[src/rtl/touch_debounce_pkg.sv]
// Shared definitions for the touch-pad conditioning path: FSM encoding,
// 50 MHz default timings and a counter-width helper.
package touch_debounce_pkg;

    typedef enum logic [1:0] {
        ST_IDLE       = 2'd0,
        ST_PRESS_DB   = 2'd1,
        ST_HELD       = 2'd2,
        ST_RELEASE_DB = 2'd3
    } touch_state_t;

    // 20 ms debounce and 1 s long-press at 50 MHz
    localparam int DEF_DEB_CYCLES  = 1_000_000;
    localparam int DEF_LONG_CYCLES = 50_000_000;

    function automatic int cnt_width(input int n);
        return (n <= 2) ? 1 : $clog2(n);
    endfunction

endpackage

[src/rtl/touch_debounce_sync_2ff.sv]
// Two-flop synchroniser for one asynchronous pad level; reset loads RST_VAL
// so a reset never looks like a pad transition.
module sync_2ff #(
    parameter logic RST_VAL = 1'b1
) (
    input  logic sys_clk,
    input  logic sys_rst,
    input  logic d,
    output logic q
);

    logic sync1;
    logic sync2;

    always_ff @(posedge sys_clk) begin
        if (sys_rst) begin
            sync1 <= RST_VAL;
            sync2 <= RST_VAL;
        end else begin
            sync1 <= d;
            sync2 <= sync1;
        end
    end

    assign q = sync2;

endmodule

[src/rtl/touch_debounce.sv]
// Touch-pad conditioner: synchronise, debounce, and emit registered
// press / release / long-press pulses plus a clean level.
module touch_debounce
    import touch_debounce_pkg::*;
#(
    parameter logic TOUCH_ACTIVE = 1'b0,
    parameter int   DEB_CYCLES   = DEF_DEB_CYCLES,
    parameter int   LONG_CYCLES  = DEF_LONG_CYCLES
) (
    input  logic       sys_clk,
    input  logic       sys_rst,
    input  logic       touch_in,
    output logic       key_level,
    output logic       key_press,
    output logic       key_release,
    output logic       key_long,
    output logic [1:0] dbg_state
);

    localparam int DEB_W  = cnt_width(DEB_CYCLES);
    localparam int LONG_W = cnt_width(LONG_CYCLES);

    localparam logic [DEB_W-1:0]  DEB_LAST  = DEB_W'(DEB_CYCLES - 1);
    localparam logic [LONG_W-1:0] LONG_LAST = LONG_W'(LONG_CYCLES - 1);

    if (DEB_CYCLES < 2) begin : g_deb_guard
        $error("touch_debounce: DEB_CYCLES must be >= 2");
    end
    if (LONG_CYCLES <= DEB_CYCLES) begin : g_long_guard
        $error("touch_debounce: LONG_CYCLES must be > DEB_CYCLES");
    end

    touch_state_t      state;
    touch_state_t      state_next;
    logic [DEB_W-1:0]  deb_cnt;
    logic [DEB_W-1:0]  deb_cnt_next;
    logic [LONG_W-1:0] long_cnt;
    logic [LONG_W-1:0] long_cnt_next;
    logic              long_done;
    logic              long_done_next;
    logic              level_next;
    logic              press_next;
    logic              release_next;
    logic              long_next;
    logic              pad_sync;
    logic              s2;

    sync_2ff #(
        .RST_VAL (~TOUCH_ACTIVE)
    ) u_sync (
        .sys_clk (sys_clk),
        .sys_rst (sys_rst),
        .d       (touch_in),
        .q       (pad_sync)
    );

    assign s2        = (pad_sync == TOUCH_ACTIVE);
    assign dbg_state = state;

    always_ff @(posedge sys_clk) begin
        if (sys_rst) begin
            state       <= ST_IDLE;
            deb_cnt     <= '0;
            long_cnt    <= '0;
            long_done   <= 1'b0;
            key_level   <= 1'b0;
            key_press   <= 1'b0;
            key_release <= 1'b0;
            key_long    <= 1'b0;
        end else begin
            state       <= state_next;
            deb_cnt     <= deb_cnt_next;
            long_cnt    <= long_cnt_next;
            long_done   <= long_done_next;
            key_level   <= level_next;
            key_press   <= press_next;
            key_release <= release_next;
            key_long    <= long_next;
        end
    end

    always_comb begin
        state_next = state;
        case (state)
            ST_IDLE: begin
                if (s2) state_next = ST_PRESS_DB;
            end
            ST_PRESS_DB: begin
                if (!s2)                   state_next = ST_IDLE;
                else if (deb_cnt == DEB_LAST) state_next = ST_HELD;
            end
            ST_HELD: begin
                if (!s2) state_next = ST_RELEASE_DB;
            end
            ST_RELEASE_DB: begin
                if (s2)                    state_next = ST_HELD;
                else if (deb_cnt == DEB_LAST) state_next = ST_IDLE;
            end
            default: state_next = ST_IDLE;
        endcase
    end

    // A bounce back to touched during release debounce keeps long_cnt frozen,
    // so the long-press deadline slips by the time spent out of HELD.
    always_comb begin
        deb_cnt_next   = deb_cnt;
        long_cnt_next  = long_cnt;
        long_done_next = long_done;
        level_next     = key_level;
        press_next     = 1'b0;
        release_next   = 1'b0;
        long_next      = 1'b0;
        case (state)
            ST_IDLE: begin
                if (s2) deb_cnt_next = '0;
            end
            ST_PRESS_DB: begin
                if (!s2) begin
                    deb_cnt_next = '0;
                end else if (deb_cnt == DEB_LAST) begin
                    press_next = 1'b1;
                    level_next = 1'b1;
                end else begin
                    deb_cnt_next = deb_cnt + DEB_W'(1);
                end
            end
            ST_HELD: begin
                if (!s2) begin
                    deb_cnt_next = '0;
                end else begin
                    if (long_cnt == LONG_LAST && !long_done) begin
                        long_next      = 1'b1;
                        long_done_next = 1'b1;
                    end
                    if (long_cnt != LONG_LAST) long_cnt_next = long_cnt + LONG_W'(1);
                end
            end
            ST_RELEASE_DB: begin
                if (!s2) begin
                    if (deb_cnt == DEB_LAST) begin
                        release_next   = 1'b1;
                        level_next     = 1'b0;
                        long_cnt_next  = '0;
                        long_done_next = 1'b0;
                    end else begin
                        deb_cnt_next = deb_cnt + DEB_W'(1);
                    end
                end
            end
            default: ;
        endcase
    end

endmodule
[config.mk]
export PLATFORM = sky130hd
export DESIGN_NAME = touch_debounce
export DESIGN_NICKNAME = d
export VERILOG_FILES = /design/src/rtl/touch_debounce_pkg.sv /design/src/rtl/touch_debounce_sync_2ff.sv /design/src/rtl/touch_debounce.sv
export SDC_FILE = /design/constraint.sdc
export NUM_CORES = 1
export LEC_CHECK = 0
export ABC_CLOCK_PERIOD_IN_PS = 4100
export BUFFER_PORTS_ARGS = -buffer_cell sky130_fd_sc_hd__buf_2
export CAP_MARGIN = 20
export CORE_AREA = 2 2 66 80
export CTS_CLUSTER_SIZE = 28
export DETAILED_ROUTE_END_ITERATION = 6
export DIE_AREA = 0 0 68 82
export PLACE_DENSITY = 0.9
export SYNTH_ARGS = -nofsm -noshare
export SYNTH_HDL_FRONTEND = slang
export SYNTH_HIERARCHICAL = 1
export SYNTH_SLANG_ARGS = --single-unit
[constraint.sdc]
create_clock -name sys_clk -period 4.1 [get_ports sys_clk]
set_clock_uncertainty 0.05 [all_clocks]
set_input_delay 1.23 -clock sys_clk [delete_from_list [all_inputs] [get_ports sys_clk]]
set_output_delay 1.23 -clock sys_clk [all_outputs]
set_load 0.02 [all_outputs]
==> run summary, run 1 <==
The start point of the worst min-delay path is u_sync/sync1$_SDFF_PP1_. The share of the yosys chip area belonging to registers came out at 0.364. Setup repair after global routing left no endpoint under its margin.

STA puts the critical path data required time at 4.30 ns. The number of antenna-violating nets in the routed design is 0. The via count of the first global-routing pass came out at between 2k and 2.5k.

The max-slew violation count is 0. The die is between 80 and 90 microns tall. The per-cell via count in the routed design came out at around 6.3. The layout cell share with drive strength beyond 1 is 0.0812. The post-layout minimum cycle time came out at about 2.7 ns.

The type of the most critical hold path is reg2reg. The synthesis-to-finish area growth came out at 5.67%. The placeable core region came out at 0.00483 sq mm. The flow ran to the end, and the final reports show no timing, DRC or antenna violations. The global-route wire length before repair came out at 10200 microns. Synthesis produced a netlist with a net count of 362. The violation count after the first detailed-routing iteration is 176. The worst setup path is captured at a flop. The number of enable flip-flop cells after synthesis came out at 0. In this run the critical register-to-register path is launched from deb_cnt[0]$_SDFFE_PP0P_. The post-cts resize count is 0. The distinct cell type count of the synthesized netlist came out at 46. The number of buffers inserted by hold repair at cts came out at 0. Across the VDD grid, the largest voltage drop is 0.000225 V. The tree built by TritonCTS fans out to 55 sinks.

The number of setup buffers added after CTS came out at 0. The count of standard-cell rows came out at 28. The sum of negative setup slack came out at 0 ns.

The critical path data arrival time came out at around 3.0 ns. Clock tree synthesis inserted a total of 5 buffers. The upper clock frequency limit is ~360 MHz. The final total power came out at 0.964 mW.

The kind of critical path is reg2reg. After synthesis, the share of flip-flops with an asynchronous set or reset is 0. The number of remaining DRC errors is 0.

For this run, the post-layout net count is 361. CTS placed an instance of clkbuf_8 at the clock tree root. The die covers 0.00558 sq mm. The number of antenna violations at the first check in global routing was 0. The estimated wirelength of the detail-placed design came out at 4260 microns. The number of port buffers is 8. The per-instance average area after synthesis is 8.46 sq um. The capture instance of the worst register-to-register path is long_cnt[15]$_SDFFE_PP0P_. The remaining max-slew budget at the tightest pin is 0.470. The largest fanout on the critical path is 29. Across the run, the number of max-cap violations was 0. The worst reg2reg path depth came out at 6. The power share of the sequential group is 0.562. The H-tree generated during clock tree synthesis spans 2 levels. Clock-pin slew was measured on the worst setup and hold paths at 0.12 ns.

The path with the worst hold slack has its endpoint at u_sync/q$_SDFF_PP1_. Counting instances, the worst hold path has a depth of 1. The post-synthesis instance area is approximately 0.003 sq mm. The number of placed I/O pins is 9. Of the total power, combinational logic draws 0.041. In the layout the commonest cells are dfxtp_1, nand2_1, a21oi_1. The most frequent standard cell in the layout excluding fill and tap cells is dfxtp_1.

Entering global routing, the biggest net connects 30 pins. The slew of the pin with the lowest slew margin is between 0.7 and 0.8 ns. The total via count in the routed design came out at around 2.6k. The remaining global-route overflow came out at 0. The type of origin of the critical path is a flop. The source-to-sink clock delay at the later pin of the worst-skew pair came out at 0.32 ns. The routability congestion estimate from global placement came out at 0.819. In this run the power density over the cells is a little over 300 mW/mm^2. Setup violations remaining at the end of the flow were counted as 0. The final cycle utilization of the critical path is 0.670. The number of standard cells after synthesis came out at 357. The global router's overall resource usage is 0.235.

The first TritonRoute pass finished after 4 iterations. The warning count from the yosys run came out at 6. The width of the die is 68 microns. For this configuration, the core starts out at a cell density of 0.625. The switching power as a share of total power came out at 0.232.

TritonCTS built the clock tree. The leakage power came out at 1.03 nW. In the synthesized netlist the dominant register cell turns out to be dfxtp_1. The share of total power in the clock network came out at 0.397. The setup slack of the most critical reg-to-reg path is around 1.4 ns. The largest buffer count on any clock path came out at 2. The final-layout worst hold slack is 0.378 ns. The internal cell power came out at 0.740 mW. The final core area utilization is 0.660.

The routed wire length came out at between 6000 and 7000 microns. The power spent charging and discharging nets came out at 0.224 mW. In the final routed layout, each cell accounts on average for 15.2 microns. The synthesis-stage register bit count came out at 55. The number of antenna cells inserted is 0. The number of failing hold endpoints at the final stage came to 0.
==> layer usage <==
layer,up-vias,GRT usage,part of all wire,wire [microns]
li1,1313,-,-,-
met1,1267,0.259,0.43,2710
met2,60,0.435,0.53,3350
met3,6,0.0438,0.032,202
met4,0,0.0880,0.0093,59
met5,-,0,0,0
==> layout make-up <==
| type | instances | area [sq um] |
|---|---|---|
| Timing Repair Buffer | 10 | 62.6 |
| Fill cell | 401 | 1640 |
| Inverter | 9 | 33.8 |
| Clock buffer | 5 | 68.8 |
| Sequential cell | 55 | 1100 |
| Tap cell | 60 | 75.1 |
| Clock inverter | 3 | 50.0 |
| Multi-Input combinational cell | 275 | 1800 |
==> metrics by stage <==
step	area [sq um]	cells	worst slack (ns)
after floorplan	3020	357	1.65
after global placement	3060	408	1.33
after detailed placement	3060	408	1.22
after CTS	3180	416	1.40
after global routing	3190	417	1.19
final	3190	417	1.35
==> Yosys cell counts, types with 5 or more instances <==
| master | n | area share |
|---|---|---|
| a211oi_1 | 8 | 0.020 |
| nor2_1 | 19 | 0.024 |
| o21ai_0 | 7 | 0.012 |
| nor3_1 | 8 | 0.013 |
| nand4_1 | 13 | 0.027 |
| nand2_1 | 43 | 0.053 |
| dfxtp_1 | 55 | 0.36 |
| clkbuf_1 | 11 | 0.014 |
| a21o_1 | 6 | 0.015 |
| o2111ai_1 | 10 | 0.029 |
| mux2i_1 | 20 | 0.066 |
| and4_1 | 6 | 0.017 |
| and3_1 | 6 | 0.012 |
| a21oi_1 | 26 | 0.043 |
| buf_2 | 5 | 0.0083 |
| and2_1 | 5 | 0.010 |
| o211ai_1 | 6 | 0.015 |
| xor2_1 | 10 | 0.029 |
| inv_1 | 9 | 0.011 |
| nand2b_1 | 18 | 0.037 |
| nand3_1 | 22 | 0.036 |
| or3_1 | 7 | 0.014 |
==> cell families (layout without fill, tap and decap cells) <==
group,count (synthesis),count (layout),synth area share
xor+xnor,11,11,0.0319
fa+ha+maj,2,2,0.00828
compound gates,77,77,0.188
flops,55,55,0.364
simple gates,165,165,0.300
mux,20,20,0.0663
buf+inv,27,27,0.0406
==> worst max-delay path: stages, from the launching register on <==
cell and delay, ns:
dfxtp_1 0.41, ha_1 0.19, and2_1 0.16, nand4_1 0.42, or4_4 0.85, a211oi_1 0.35
mux2i_1 0.25
==> flip-flops by register name, summed over array words and instances (netlist names), named ones only <==
signal / flops
key_long: 1
deb_cnt: 20
dbg_state: 1
key_level: 1
u_sync/sync1: 1
key_press: 1
long_done: 1
long_cnt: 26
u_sync/q: 1
key_release: 1
==> power groups by stage <==
stage          Sequential (mW)  Clock (mW)  Combinational (mW)
3_3_place_gp             0.553           0              0.0356
2_1_floorplan            0.554           0              0.0282
5_1_grt                  0.542       0.403              0.0436
4_1_cts                  0.542       0.384              0.0377
6_report                 0.542       0.383              0.0394
3_5_place_dp             0.554           0              0.0375
==> worst max path at each step <==
stage                                        from                         to  cells past startpoint
after CTS                 deb_cnt[0]$_SDFFE_PP0P_  long_cnt[15]$_SDFFE_PP0P_                      6
after global routing      deb_cnt[0]$_SDFFE_PP0P_  long_cnt[20]$_SDFFE_PP0P_                      6
final                     deb_cnt[0]$_SDFFE_PP0P_  long_cnt[15]$_SDFFE_PP0P_                      6
after detailed placement                  sys_rst   long_cnt[9]$_SDFFE_PP0P_                      5
after global placement                    sys_rst  long_cnt[12]$_SDFFE_PP0P_                      5
after floorplan                           sys_rst  long_cnt[20]$_SDFFE_PP0P_                      5
No activity file was read; power rests on OpenSTA's default activity.
==> run 2, diff against run 1 <==
--- a/config.mk
+++ b/config.mk
@@ -5,14 +5,15 @@
 export SDC_FILE = /design/constraint.sdc
 export NUM_CORES = 1
 export LEC_CHECK = 0
-export ABC_CLOCK_PERIOD_IN_PS = 4100
+export ABC_AREA = 1
+export ABC_CLOCK_PERIOD_IN_PS = 2300
 export BUFFER_PORTS_ARGS = -buffer_cell sky130_fd_sc_hd__buf_2
 export CAP_MARGIN = 20
-export CORE_AREA = 2 2 66 80
+export CORE_AREA = 2 2 76 93
 export CTS_CLUSTER_SIZE = 28
 export DETAILED_ROUTE_END_ITERATION = 6
-export DIE_AREA = 0 0 68 82
-export PLACE_DENSITY = 0.9
+export DIE_AREA = 0 0 78 95
+export PLACE_DENSITY = 0.85
 export SYNTH_ARGS = -nofsm -noshare
 export SYNTH_HDL_FRONTEND = slang
 export SYNTH_HIERARCHICAL = 1
==> constraint.sdc (replaced) <==
create_clock -name sys_clk -period 2.3 [get_ports sys_clk]
set_clock_uncertainty 0.05 [all_clocks]
set_input_delay 0.69 -clock sys_clk [delete_from_list [all_inputs] [get_ports sys_clk]]
set_output_delay 0.69 -clock sys_clk [all_outputs]
set_load 0.02 [all_outputs]
==> run 2 against run 1 <==
Register-to-register slack worse by 1.1 ns. Clock power up 48%. Worst hold slack worse by 0.0012 ns. Sequential power up 77%. Fmax up 36%. First-iteration DRC count up 1.7%. Combinational power up 27%. Sequential share of layout area down 5.4 points. Final area up 19%. Critical path type unchanged. Critical endpoint is now long_cnt[25]$_SDFFE_PP0P_.
==> run summary, run 2 <==
Signal routing reaches up to met4. The max-slew violation count was 0. The critical path data arrival time is 2.16 ns.

The final cycle utilization of the critical path came out at 0.881. Sorting the synthesized cells by area gives the leading types as dfxtp_1, nand2_1, nor2_1. The routed length on met3 is ~320 microns. The global router's overall resource usage is 0.241. The number of placed I/O pins came out at 9.

The proportion of netlist area held by the largest area contributor is 0.306. The floorplan has 33 rows. The number of buffers created by CTS came out at 5. The share of the yosys chip area belonging to registers came out at 0.306. The overall die area came out at 0.00741 sq mm.

The maximum vdd ir drop is ~0.00033 V. The maximum number of pins on one net before global-route repair came out at 38. In the final routing, the length of wire on met1 measures roughly 3600 microns. More flip-flops sit in one register than any other, and that register is long_cnt.

The total via count in the routed design came out at around 3.6k. Leaving out fill and tap cells, the most frequent cell in the layout is nand2_1. The layout cell share with drive strength beyond 1 is 0.136. The net count of the finished layout came out at 606. The tree is rooted in a clkbuf_8. The startpoint identified for the worst register-to-register timing path is deb_cnt[0]$_SDFFE_PP0P_.

The final-layout worst hold slack came out at 0.377 ns. The congestion estimate from routability-driven global placement came to 0.941. Grouping stages by cell kind, the critical path spends the most delay in simple AND/OR/NAND/NOR gates.

The starting density of the core is 0.545. The largest registers in the layout are long_cnt: 26 flops, deb_cnt: 20 flops. The total of max-cap violations is 0.

The number of antenna violations at the first check in global routing came out at 0. The critical path is of the reg2reg type. The routed wire length came out at 8530 microns.

The delay of the slowest critical-path stage came out at 0.42 ns. The number of flip-flops under the largest register name is 26. The upper clock frequency limit is 493 MHz. The sum of negative setup slack came out at 0 ns. STA classifies the critical path startpoint as a flop. The remaining max-slew budget at the tightest pin is 0.590.

Along the worst path, the maximum fanout reaches 26. By count the netlist is led by nand2_1, nor2_1, inv_1, dfxtp_1, nand3_1. The clock net sink count is 55. The worst setup path is captured at a flop. The startpoint identified for the worst hold timing path is u_sync/sync1$_SDFF_PP1_. The leakage power is 1.36 nW.

The number of setup buffers added after CTS is 0. In this run the worst hold path is classified as reg2reg. The number of port buffers came out at 8. Synthesis inferred 55 register bits.

The synthesized design spends more area on one cell type than any other, namely dfxtp_1. The post-layout minimum cycle time came out at 2.03 ns. The estimated wirelength of the detail-placed design came out at roughly 6400 microns. The clock slew seen by the registers of the worst setup and hold paths came out at 0.11 ns. The final total power is 1.58 mW. Using the TritonRoute via totals, the vias-per-cell ratio works out to 5.21.

The number of gates resized after CTS was 0. Among all cell types in the netlist, the one instantiated most often is nand2_1. In the synthesized netlist, the number of instances is 592.

In the final routed layout, each cell accounts on average for between 10 and 15 microns. The warning count from the yosys run is 6. The number of placed instances, taps included, is approximately 680. The floorplan step set the die width to 78 microns.

Counting flops with an async set or reset pin after synthesis yields a share of 0. From synthesis to final layout, the design area changed by 5.28%. The flow ran to the end, and the final reports show no timing, DRC or antenna violations. The post-synthesis net count is between 500 and 600. The remaining global-route overflow came out at 0. The per-instance average area after synthesis came out at 6.08 sq um. The via count of the first global-routing pass was 3470.

The power density relative to cell area is 416 mW/mm^2. In the synthesized netlist the dominant register cell turns out to be dfxtp_1. Data on the critical path is required at its endpoint by 2.43 ns. The H-tree depth reported by CTS is 2.

The slew of the pin with the lowest slew margin is between 0.6 and 0.7 ns. The violation count after the first detailed-routing iteration is 179. The final core area utilization came out at 0.574. The iteration count of the initial detailed-routing pass is 5. The placeable core region came out at 0.00661 sq mm. The critical path contains buffers and inverters numbering 0 combined.

The critical path starts at deb_cnt[0]$_SDFFE_PP0P_. The number of remaining DRC errors came out at 0. The floorplan step set the die height to around 95 microns. The source-to-sink clock delay at the later pin of the worst-skew pair came out at 0.32 ns. The count of cells in the finished layout, fillers not included, comes to a little under 700.

Leaving out fill and tap cells, the most frequent cells in the layout are nand2_1, nor2_1, inv_1. The detail route stage leaves a number of antenna-violating nets equal to 0. The post-synthesis instance area came out at ~0.0036 sq mm. TritonCTS built the clock tree. The number of failing hold endpoints at the final stage came out at 0.

Walking the worst path, the cells encountered are ha_1 -> nand3_1 -> nor2_1 -> nand3_1 -> a21oi_1 -> nand2_4 -> nand2_1 -> a21oi_1. The clock passes through at most 2 buffers. Setup repair after global routing left no endpoint under its margin. Setup violations remaining at the end of the flow were counted as 0. The largest individual stage delay along the critical path comes from the cell dfxtp_1. Yosys mapped a number of flops with a built-in enable equal to 0. The number of buffers inserted by hold repair at cts is 0. The number of antenna cells inserted is 0. The global-route wire length before repair came out at 14500 microns. The distinct cell type count of the synthesized netlist came out at 29. The routed wire length on met2 came out at 4370 microns.
-- run 2: changes by cell type after synthesis, moves of 18 or more --
cell | before | now
inv_1 | 9 | 57
nand2_1 | 43 | 183
nor2_1 | 19 | 113
nand2_2 | 0 | 26
nand2b_1 | 18 | 0
mux2i_1 | 20 | 0
a21oi_2 | 0 | 20
-- run 2: area by class of cell --
class | count | area, sq um
clock inverters | 3 | 23.8
well taps | 87 | 109
clock buffers | 5 | 68.8
inverters | 63 | 236
flip-flops and latches | 55 | 1100
multi-input cells | 462 | 2170
repair buffers | 14 | 85.1
fillers | 668 | 2810
-- run 2: final timing paths --
check | slack, ns | end | depth (start not counted)
min reg2reg | 0.38 | u_sync/q$_SDFF_PP1_ | 2
max | 0.27 | long_cnt[25]$_SDFFE_PP0P_ | 8
max reg2reg | 0.27 | long_cnt[25]$_SDFFE_PP0P_ | 8
min | 0.38 | u_sync/q$_SDFF_PP1_ | 2
-- run 2: worst register-to-register path, stage by stage (launching register included) --
cell and delay, ns:
dfxtp_1 0.42, ha_1 0.30, nand3_1 0.10, nor2_1 0.11, nand3_1 0.10, a21oi_1 0.29
nand2_4 0.30, nand2_1 0.14, a21oi_1 0.08
-- run 2: metal layers --
metal / vias up / GRT usage
met5: - / 0
met4: 0 / 0.113
met3: 27 / 0.0335
met2: 89 / 0.468
met1: 1611 / 0.254
li1: 1864 / -
-- run 2: kinds of logic after synthesis --
| group | share of synthesized area |
|---|---|
| flops | 0.306 |
| buf+inv | 0.0924 |
| fa+ha+maj | 0.00695 |
| simple gates | 0.467 |
| xor+xnor | 0.0316 |
| compound gates | 0.0966 |
-- run 2: per-stage QoR --
stage / area (sq um) / setup WS (ns)
after floorplan: 3600 / 0.568
after global placement: 3700 / 0.381
after detailed placement: 3700 / 0.297
after CTS: 3790 / 0.265
after global routing: 3790 / 0.0719
final: 3790 / 0.273
-- run 2: power breakdown --
part	total [mW]	internal (mW)	switching, mW
registers	0.962	0.956	0.00562
logic	0.0499	0.0111	0.0388
clock network	0.566	0.221	0.346
total	1.58	1.19	0.390
